--- src/rtl/port_tx_ctrl.sv ---
// Output-port transmit controller. It pops flits from a first-word-fall-through FIFO and holds the
// switch grant for a whole packet. Each flit goes out over a 4-phase req/ack link.
module port_tx_ctrl #(
  parameter int FLIT_W = 18,
  parameter int CNT_W  = 16
) (
  input  logic              clk,
  input  logic              rst_n,
  input  logic              fifo_empty,
  input  logic [FLIT_W-1:0] fifo_rd_data,
  output logic              fifo_rd_en,
  output logic              arb_req,
  input  logic              arb_grant,
  output logic [FLIT_W-1:0] link_data,
  output logic              link_req,
  input  logic              link_ack,
  output logic              err_pulse,
  output logic [CNT_W-1:0]  pkt_cnt
);

  typedef enum logic [2:0] {IDLE, ARB, LOAD, SEND, RELEASE, WAIT} state_t;

  state_t      state, next_state;
  logic [1:0]  ftype;
  logic        is_start, is_end, last, orphan;

  // type 01 = head, 11 = single (packet start); 10 = tail, 11 = single (packet end)
  assign ftype    = fifo_rd_data[FLIT_W-1:FLIT_W-2];
  assign is_start = ftype[0];
  assign is_end   = ftype[1];
  assign orphan   = (state == IDLE) && !fifo_empty && !is_start;

  always_ff @(posedge clk or negedge rst_n) begin
    if (!rst_n) state <= IDLE;
    else        state <= next_state;
  end

  always_comb begin
    next_state = state;
    case (state)
      IDLE:    if (!fifo_empty && is_start) next_state = ARB;
      ARB:     if (arb_grant) next_state = LOAD;
      LOAD:    next_state = SEND;
      SEND:    if (link_ack) next_state = RELEASE;
      RELEASE: if (!link_ack) begin
                 if (last)             next_state = IDLE;
                 else if (!fifo_empty) next_state = LOAD;
                 else                  next_state = WAIT;
               end
      WAIT:    if (!fifo_empty) next_state = LOAD;
      default: next_state = IDLE;
    endcase
  end

  always_comb begin
    fifo_rd_en = (state == LOAD) || orphan;
    err_pulse  = orphan;
  end

  // Registered outputs are driven from next_state. They then line up with the state they belong to.
  always_ff @(posedge clk or negedge rst_n) begin
    if (!rst_n) begin
      arb_req   <= 1'b0;
      link_req  <= 1'b0;
      link_data <= '0;
      last      <= 1'b0;
      pkt_cnt   <= '0;
    end else begin
      arb_req  <= (next_state != IDLE);
      link_req <= (next_state == SEND);
      if (state == LOAD) begin
        link_data <= fifo_rd_data;
        last      <= is_end;
      end
      if (state == RELEASE && !link_ack && last)
        pkt_cnt <= pkt_cnt + CNT_W'(1);
    end
  end

endmodule

--- config.mk ---
export PLATFORM = sky130hd
export DESIGN_NAME = port_tx_ctrl
export DESIGN_NICKNAME = d
export VERILOG_FILES = /design/src/rtl/port_tx_ctrl.sv
export SDC_FILE = /design/constraint.sdc
export NUM_CORES = 1
export LEC_CHECK = 0
export BUFFER_PORTS_ARGS = -buffer_cell sky130_fd_sc_hd__buf_2
export CAP_MARGIN = 20
export CORE_ASPECT_RATIO = 0.9
export CORE_MARGIN = 1.5
export CORE_UTILIZATION = 35
export DETAILED_ROUTE_END_ITERATION = 7
export HOLD_SLACK_MARGIN = 0.02
export PLACE_DENSITY = 0.69
export RECOVER_POWER = 100
export SETUP_SLACK_MARGIN = 0.05
export SLEW_MARGIN = 10
export SYNTH_ARGS = -nofsm -noshare
export SYNTH_HDL_FRONTEND = slang
export SYNTH_SLANG_ARGS = --single-unit
--- constraint.sdc ---
create_clock -name clk -period 2.51 [get_ports clk]
set_clock_uncertainty 0.1 [all_clocks]
set_input_delay 0.502 -clock clk [delete_from_list [all_inputs] [get_ports clk]]
set_output_delay 0.502 -clock clk [all_outputs]
set_load 0.02 [all_outputs]
==> impl_metrics.tcl, run 1 <==
set metrics [dict create \
    outcome "complete, no violations" \
    antenna_found_initial 0 \
    hold_path_class "in -> async" \
    async_flop_share_pct 100.0 \
    start_util_pct 37.19 \
    area_growth_pct 22.06 \
    syn_inst 133 \
    clkPwrFrac_pct 17.3 \
    ys_seq_area_share_pct 57.35 \
    p_per_area_nw_per_um2 1111 \
    grt_pass1_vias 1215 \
    synth_nets 157 \
    cts_tree "yes" \
    insertion_delay_ns 0.28 \
    synthFlopType "dfrtp_1" \
    maxCapViolations 0 \
    rsz0062_at_grt "false" \
    ys_top_cells_by_area "dfrtp_1 57%, mux2_2 13%, xor2_1 5.7%" \
    sequentialPowerShare_pct 43.0 \
    ys_warn_count 0 \
    dieHeight_um 69.15 \
    yosys_register_bits 39 \
    cpPeakStageDelay_ns 0.51 \
    swShare_pct 38.64 \
    p_int_mw 1.416 \
    crit_chain "nor4b_1 -> or2_2 -> clkbuf_1" \
    critical_path.top_delay_family "simple AND/OR/NAND/NOR gates" \
    period_share_pct 87.52 \
    coreArea_um2 4576 \
    critPathRequiredTime_ns 1.91 \
    cp-start-kind "flop" \
    post_cts_resized 0 \
    gp_congestion 0.8062 \
    grt_usage_pct 13.97 \
    wl_per_cell_um 12.73 \
    synth_top_area_share_pct 57.35 \
    path_max_fanout 12 \
    drive_gt1_share_pct 26.90 \
    slew_headroom_pct 36.82 \
    fin_tns_setup_ns 0 \
    synth_cell_type_count 31 \
    dpl_cell_area_um2 2044 \
    num_rows 23 \
    antennaDiodeCount 0 \
    netlist_area_um2 1702 \
    critPathSlowestCell "dfrtp_1" \
    hold_violations 0 \
    setup_viol 0 \
    firstDrtPassIters 4 \
    drc 0 \
    cts_sinks 39 \
    fin_area_um2 2077 \
    clock-root-buffer "clkbuf_8" \
    endpoint_kind "primary output" \
    die_area_um2 5290 \
    holdWs_ns 0.2532 \
    power_switching_uw 891.6 \
    nNetsFinal 220 \
    maxSlewViolCount 0 \
    postCtsSetupRepairBufs 0 \
    synth_edf_count 0 \
    vdd_drop_max_v 0.0004046 \
    crit_type "reg -> out" \
    routed_via_density 4.699 \
    antenna_left 0 \
    p_leak_nw 0.9583 \
    tightest_slew_ns 0.9477 \
    clk_path_buf_depth 2 \
    syn_avg_cell_area_um2 12.79 \
    dp_hpwl_um 2406 \
    chipWidth_um 76.50 \
    worstPathArrival_ns 1.59 \
    hold_buffers 0 \
    io_buffers 60 \
    cts_inserted_buffers 5 \
    grt_max_degree 40 \
    critical_path.startpoint "state[0]" \
    vias 1217 \
    cts_htree_levels 2 \
    max_freq_ghz 0.4552 \
    grt_first_pass_wirelength_um 5747 \
    crit_buf_inv 1 \
    synth_area_leader_cell "dfrtp_1" \
    overflow 0 \
    power_frac_comb_pct 39.7 \
    io-pin-count 61 \
    clk_pin_slew_worst_paths_ns 0.07 \
    r2r-start "state[2]" \
    final.min_clock_period_ns 2.197 \
    wirelength_um 3297 \
    drtIter0Drc 53 \
]
==> cells in the mapped netlist, drive strengths merged (3+ instances only) <==
cell type,count
mux2,19
and4,3
buf,5
nor2,11
nand2,5
xnor2,4
xor2,11
dfrtp,39
nand3,5
inv,4
==> worst register-to-register path, delay by kind of cell, from the launching register on <==
family	cells	cell delay, ns
simple gates	2	0.33
buf+inv	1	0.42
mux	1	0.40
flops	1	0.47
==> through the flow <==
step           power [mW]  std cells  utilization (%)  setup slack [ns]
3_3_place_gp        1.970        251            44.68            0.5656
6_report            2.308        259            45.39            0.3131
2_1_floorplan       1.711        133                -            0.2090
5_1_grt             2.475        259            45.39            0.1922
4_1_cts             2.403        259            46.54            0.4059
3_5_place_dp        1.992        251            44.68            0.5593
==> path summary, 6_finish.rpt <==
path | slack, ns | cells after the start | end
max | 0.31 | 3 | fifo_rd_en
min | 0.25 | 1 | link_data[16]
max reg2reg | 0.68 | 4 | link_data[12]
min reg2reg | 0.37 | 1 | pkt_cnt[15]
max in group asynchronous | 1.47 | 1 | link_data[15]
min in group clk | 0.35 | 2 | link_data[6]
==> routing by layer <==
metal  global-route usage, %  wire length [um]  vias to the layer above
met5                       0                 0                        -
met4                   6.173                46                        0
met3                   4.371               160                        5
met2                   20.93              1497                       33
met1                   18.56              1593                      585
li1                        -                 -                      594
==> state kept, by name, summed over array words and instances, names as in the netlist <==
name and cells:
link_req 1, state 3, link_data 18, pkt_cnt 16
arb_req 1
==> cells in the final DEF (no fill, tap or decap), types with 2 or more instances in the layout <==
master / n
nor3b_1: 2
mux2_2: 19
dfrtp_1: 39
inv_1: 4
and3_1: 2
and4_1: 3
clkbuf_2: 2
nor4b_1: 2
a311oi_1: 2
nor2_1: 10
nand4_1: 2
clkbuf_1: 39
xnor2_1: 4
nor2b_1: 2
nand2_1: 5
buf_2: 21
o21bai_1: 2
xor2_1: 11
nand3_1: 5
a22o_1: 2
clkbuf_8: 5
a21oi_1: 2
==> logic make-up (layout without fill, tap and decap cells) <==
logic type	count (synthesis)	count (layout)	share of synthesized area (%)
AND/OR/NAND/NOR	40	40	13.82
flip-flops	39	39	57.35
multiplexers	19	19	12.57
XOR/XNOR	15	15	7.720
AO/OA/AOI/OAI	10	10	4.412
buffers and inverters	9	73	3.381
adder cells (fa/ha/maj)	1	1	0.7352
==> power by group through the flow <==
stage          clock network, mW  logic, mW  registers [mW]
3_3_place_gp                   0      0.978           0.993
6_report                   0.399      0.917           0.992
2_1_floorplan                  0      0.548            1.16
4_1_cts                    0.420      0.995           0.988
5_1_grt                    0.455      0.994            1.03
3_5_place_dp                   0      0.993           0.999
==> area by class of cell <==
class,count,area (um2)
multi-input cells,85,665.6
flip-flops and latches,39,975.9
clock buffers,6,72.57
well taps,62,77.57
inverters,4,15.01
repair buffers,61,257.7
clock inverters,2,12.51
fillers,453,2499
(Power assumes the default switching activity.)
==> run 2, diff against run 1 <==
--- a/config.mk
+++ b/config.mk
@@ -7,12 +7,14 @@
 export LEC_CHECK = 0
 export BUFFER_PORTS_ARGS = -buffer_cell sky130_fd_sc_hd__buf_2
 export CAP_MARGIN = 20
+export CELL_PAD_IN_SITES_DETAIL_PLACEMENT = 1
+export CELL_PAD_IN_SITES_GLOBAL_PLACEMENT = 1
 export CORE_ASPECT_RATIO = 0.9
 export CORE_MARGIN = 1.5
 export CORE_UTILIZATION = 35
 export DETAILED_ROUTE_END_ITERATION = 7
 export HOLD_SLACK_MARGIN = 0.02
-export PLACE_DENSITY = 0.69
+export PLACE_DENSITY = 0.82
 export RECOVER_POWER = 100
 export SETUP_SLACK_MARGIN = 0.05
 export SLEW_MARGIN = 10
==> run 2 against run 1 <==
  * Via count grew 3.8%
  * Critical path type unchanged
  * Sequential power barely moved
  * Total power increased by 1.0%
  * Clock power up 5.8%
  * Fmax decreased by 2.3%
  * Hold slack better by 0.0090 ns
==> impl_metrics.tcl, run 2 (synthesis gave the netlist of run 1 again) <==
set metrics [dict create \
    die_area_um2 5290 \
    final.min_clock_period_ns 2.249 \
    firstDrtPassIters 4 \
    start_util_pct 37.19 \
    crit_type "reg -> out" \
    p_per_area_nw_per_um2 1121 \
    top_regs "link_data: 18 flops, pkt_cnt: 16 flops, state: 3 flops" \
    endpoint_kind "primary output" \
    drc 0 \
    num_rows 23 \
    fin_tns_setup_ns 0 \
    postCtsSetupRepairBufs 0 \
    io-pin-count 61 \
    vdd_drop_max_v 0.0004738 \
    outcome "complete, no violations" \
    dpl_cell_area_um2 2044 \
    hold_violations 0 \
    grt_max_degree 40 \
    antenna_left 0 \
    maxSlewViolCount 0 \
    chipWidth_um 76.50 \
    fin_cells 258 \
    hold_buffers 0 \
    regMostFlops "link_data" \
    largest_register_ff_count 18 \
    holdWs_ns 0.2622 \
    final_common_cell "dfrtp_1" \
    tightest_slew_ns 0.9748 \
    grt_usage_pct 14.60 \
    area_growth_pct 22.21 \
    io_buffers 60 \
    gp_congestion 0.8096 \
    p_leak_nw 0.9641 \
    dieHeight_um 69.15 \
    antenna_found_initial 0 \
    antennaDiodeCount 0 \
    cts_sinks 39 \
    hold_path_class "in -> async" \
    clock-root-buffer "clkbuf_8" \
    drtIter0Drc 37 \
    maxCapViolations 0 \
    final_cell_mix "39 x dfrtp_1, 38 x clkbuf_1, 21 x buf_2" \
    insertion_delay_ns 0.29 \
    overflow 0 \
    cts_inserted_buffers 5 \
    period_share_pct 89.60 \
    wl_per_cell_um 13.97 \
    cp-start-kind "flop" \
    slew_headroom_pct 35.01 \
    nNetsFinal 220 \
    setup_viol 0 \
    dp_hpwl_um 2606 \
    cts_htree_levels 2 \
    rsz0062_at_grt "false" \
    clk_pin_slew_worst_paths_ns 0.07 \
    wirelength_um 3603 \
    worstPathArrival_ns 1.65 \
    clk_path_buf_depth 2 \
    max_freq_ghz 0.4447 \
    post_cts_resized 0 \
    drive_gt1_share_pct 27.04 \
    vias 1263 \
    cts_tree "yes" \
    path_max_fanout 12 \
    grt_pass1_vias 1268 \
    fin_util_pct 45.45 \
    critPathRequiredTime_ns 1.91 \
    place_inst 251 \
    routed_via_density 4.895 \
    fin_area_um2 2079 \
    coreArea_um2 4576 \
    grt_first_pass_wirelength_um 5968 \
]
==> run 2: final timing paths <==
| kind | startpoint | endpoint | slack, ns | cells past startpoint |
|---|---|---|---|---|
| worst max-delay path | state[0] | fifo_rd_en | 0.26 | 3 |
| worst min-delay path | rst_n | link_req | 0.26 | 1 |
| worst max register to register | state[2] | link_data[3] | 0.67 | 4 |
| worst min register to register | pkt_cnt[15] | pkt_cnt[15] | 0.37 | 1 |
| max in group asynchronous | rst_n | pkt_cnt[1] | 1.44 | 1 |
| min in group clk | fifo_rd_data[10] | link_data[10] | 0.34 | 2 |
==> run 2: layout make-up <==
type / instances / area, um2
clock buffer: 6 / 82.58
sequential: 39 / 975.9
multi-input combinational: 85 / 665.6
tap: 62 / 77.57
clock inverter: 1 / 5.005
inverter: 4 / 15.01
fill: 537 / 2496
timing repair buffer: 61 / 257.7
==> run 2: worst max-delay path, stage by stage (launching register included) <==
cell and delay (ns):
dfrtp_1 0.52, nor4b_1 0.44, or2_2 0.18, clkbuf_1 0.22
==> run 2: per-layer routing <==
metal  GRT usage, %  wire length [um]  vias to the layer above
li1               -                 -                      586
met1          17.54              1622                      630
met4          7.407                76                        0
met2          23.71              1712                       39
met3          4.371               192                        8
met5              0                 0                        -
==> run 2: where the power goes <==
group	internal [mW]	switching [mW]	leakage, nW
clock network	0.216	0.207	0.0470
logic	0.389	0.528	0.423
registers	0.832	0.159	0.494
==> run 2: per-stage QoR <==
step | setup WS (ns) | total power, mW
after CTS | 0.3181 | 2.430
after floorplan | 0.2090 | 1.711
after global placement | 0.4849 | 1.962
final | 0.2611 | 2.331
after global routing | 0.1401 | 2.483
after detailed placement | 0.4744 | 1.991
==> run 3, diff against run 2 <==
--- a/config.mk
+++ b/config.mk
@@ -14,7 +14,7 @@
 export CORE_UTILIZATION = 35
 export DETAILED_ROUTE_END_ITERATION = 7
 export HOLD_SLACK_MARGIN = 0.02
-export PLACE_DENSITY = 0.82
+export PLACE_DENSITY = 0.75
 export RECOVER_POWER = 100
 export SETUP_SLACK_MARGIN = 0.05
 export SLEW_MARGIN = 10
==> run 3 against run 2 <==
  * Hold slack got worse by 0.013 ns
  * Largest cell class unchanged
  * Total power increased by 9.0%
  * Critical path type unchanged
  * First-iteration DRC count decreased by 8.1%
  * Sequential share of layout area decreased by 0.97 points
  * Fmax increased by 0.50%
  * Register-to-register slack got worse by 0.37 ns
  * Critical path depth unchanged
  * Count of clock-buffer cells in the layout unchanged
==> impl_metrics.tcl, run 3 (synthesis gave the netlist of run 1 again) <==
set metrics [dict create \
    fin_tns_setup_ns 0 \
    clkPwrFrac_pct 24.2 \
    top_regs "link_data: 18 flops, pkt_cnt: 16 flops, state: 3 flops" \
    sequentialPowerShare_pct 39.3 \
    grt_usage_pct 16.05 \
    worstPathArrival_ns 1.64 \
    fin_util_pct 46.40 \
    post_cts_resized 0 \
    nNetsFinal 220 \
    crit_chain "nor4b_1 -> or2_2 -> clkbuf_1" \
    critPathRequiredTime_ns 1.91 \
    insertion_delay_ns 0.30 \
    hold_buffers 0 \
    clock-root-buffer "clkbuf_8" \
    antenna_left 0 \
    wirelength_um 3783 \
    final_cell_mix "40 x clkbuf_1, 39 x dfrtp_1, 21 x buf_2" \
    num_rows 23 \
    path_max_fanout 12 \
    period_share_pct 89.15 \
    power_frac_comb_pct 36.4 \
    vias 1287 \
    hold_violations 0 \
    drtIter0Drc 34 \
    fillers 539 \
    dieHeight_um 69.15 \
    post-place-ws_ns 0.5332 \
    fin_cells 259 \
    largest_register_ff_count 18 \
    setup_ws_ns 0.2724 \
    drive_gt1_share_pct 26.40 \
    clk_path_buf_depth 2 \
    clk_pin_slew_worst_paths_ns 0.08 \
    cts_htree_levels 2 \
    vdd_drop_max_v 0.0006751 \
    crit_type "reg -> out" \
    grt_max_degree 40 \
    antennaDiodeCount 0 \
    antenna_found_initial 0 \
    cts_tree "yes" \
    routed_via_density 4.969 \
    slew_headroom_pct 35.82 \
    max_freq_ghz 0.4469 \
    grt_first_pass_wirelength_um 6665 \
    final.min_clock_period_ns 2.238 \
    start_util_pct 37.19 \
    coreArea_um2 4576 \
    rr_worst_depth 4 \
    hold_path_class "in -> async" \
    gp_congestion 0.6977 \
    final_common_cell "clkbuf_1" \
    firstDrtPassIters 4 \
    regMostFlops "link_data" \
    maxCapViolations 0 \
    postCtsSetupRepairBufs 0 \
    dp_hpwl_um 2880 \
    wl_per_cell_um 14.61 \
    io_buffers 60 \
    endpoint_kind "primary output" \
    setup_viol 0 \
    cp-start-kind "flop" \
    place_inst 251 \
    rsz0062_at_grt "false" \
    drc 0 \
    p_int_mw 1.620 \
    cts_inserted_buffers 5 \
    maxSlewViolCount 0 \
    die_area_um2 5290 \
    io-pin-count 61 \
    cts_sinks 39 \
    chipWidth_um 76.50 \
    critPathSlowestCell "dfrtp_1" \
    swShare_pct 36.20 \
    tightest_slew_ns 0.9627 \
    overflow 0 \
    p_leak_nw 0.9792 \
    p_per_area_nw_per_um2 1196 \
    cpPeakStageDelay_ns 0.54 \
    area_growth_pct 24.78 \
    outcome "complete, no violations" \
    grt_pass1_vias 1417 \
    power_switching_uw 919.5 \
]
[run 3: changes by cell type in the layout (fill, tap and decap cells not counted)]
cell | previous run | this run
bufinv_16 | 0 | 2
clkbuf_1 | 38 | 40
clkbuf_2 | 2 | 1
clkbuf_8 | 6 | 5
clkinv_2 | 1 | 0
[run 3: final timing paths]
kind                                  startpoint            end  slack [ns]
worst max-delay path                    state[0]     fifo_rd_en        0.27
worst min-delay path                       rst_n        arb_req        0.25
worst max register to register          state[2]  link_data[14]        0.30
worst min register to register       pkt_cnt[15]    pkt_cnt[15]        0.37
max in group asynchronous                  rst_n   link_data[8]        1.47
min in group clk                fifo_rd_data[10]  link_data[10]        0.33
[run 3: routing by layer]
layer | up-vias | wire length (um) | GRT usage [%]
li1 | 589 | - | -
met1 | 632 | 1606 | 19.51
met2 | 55 | 1835 | 25.20
met3 | 11 | 251 | 5.166
met4 | 0 | 89 | 8.848
met5 | - | 0 | 0
[run 3: critical path: cells and delay by family (launching register included)]
| family | cells | cell delay (ns) |
|---|---|---|
| flops | 1 | 0.54 |
| simple gates | 2 | 0.57 |
| buf+inv | 1 | 0.23 |
[run 3: final cells by class]
type                    instances  area [um2]  share of cell area, %
repair buffers                 61       256.5                  12.08
multi-input cells              85       665.6                  31.35
clock inverters                 2       60.06                  2.829
well taps                      62       77.57                  3.653
flip-flops and latches         39       975.9                  45.96
inverters                       4       15.01                 0.7071
clock buffers                   6       72.57                  3.418
[run 3: stage by stage]
stage,power [mW],cell area (um2),hold slack (ns)
finish,2.540,2123,0.2493
global route,2.700,2123,0.3319
CTS,2.643,2177,0.2431
detailed placement,2.008,2044,0.3605
global placement,1.953,2044,0.3503
floorplan,1.711,1702,0.1064
[run 3: power by group through the flow]
stage / sequential (mW) / clock (mW) / combinational [mW]
floorplan: 1.16 / 0 / 0.548
global placement: 0.987 / 0 / 0.965
detailed placement: 1.01 / 0 / 1.00
CTS: 0.999 / 0.640 / 1.00
global route: 1.03 / 0.661 / 1.00
finish: 0.999 / 0.616 / 0.926
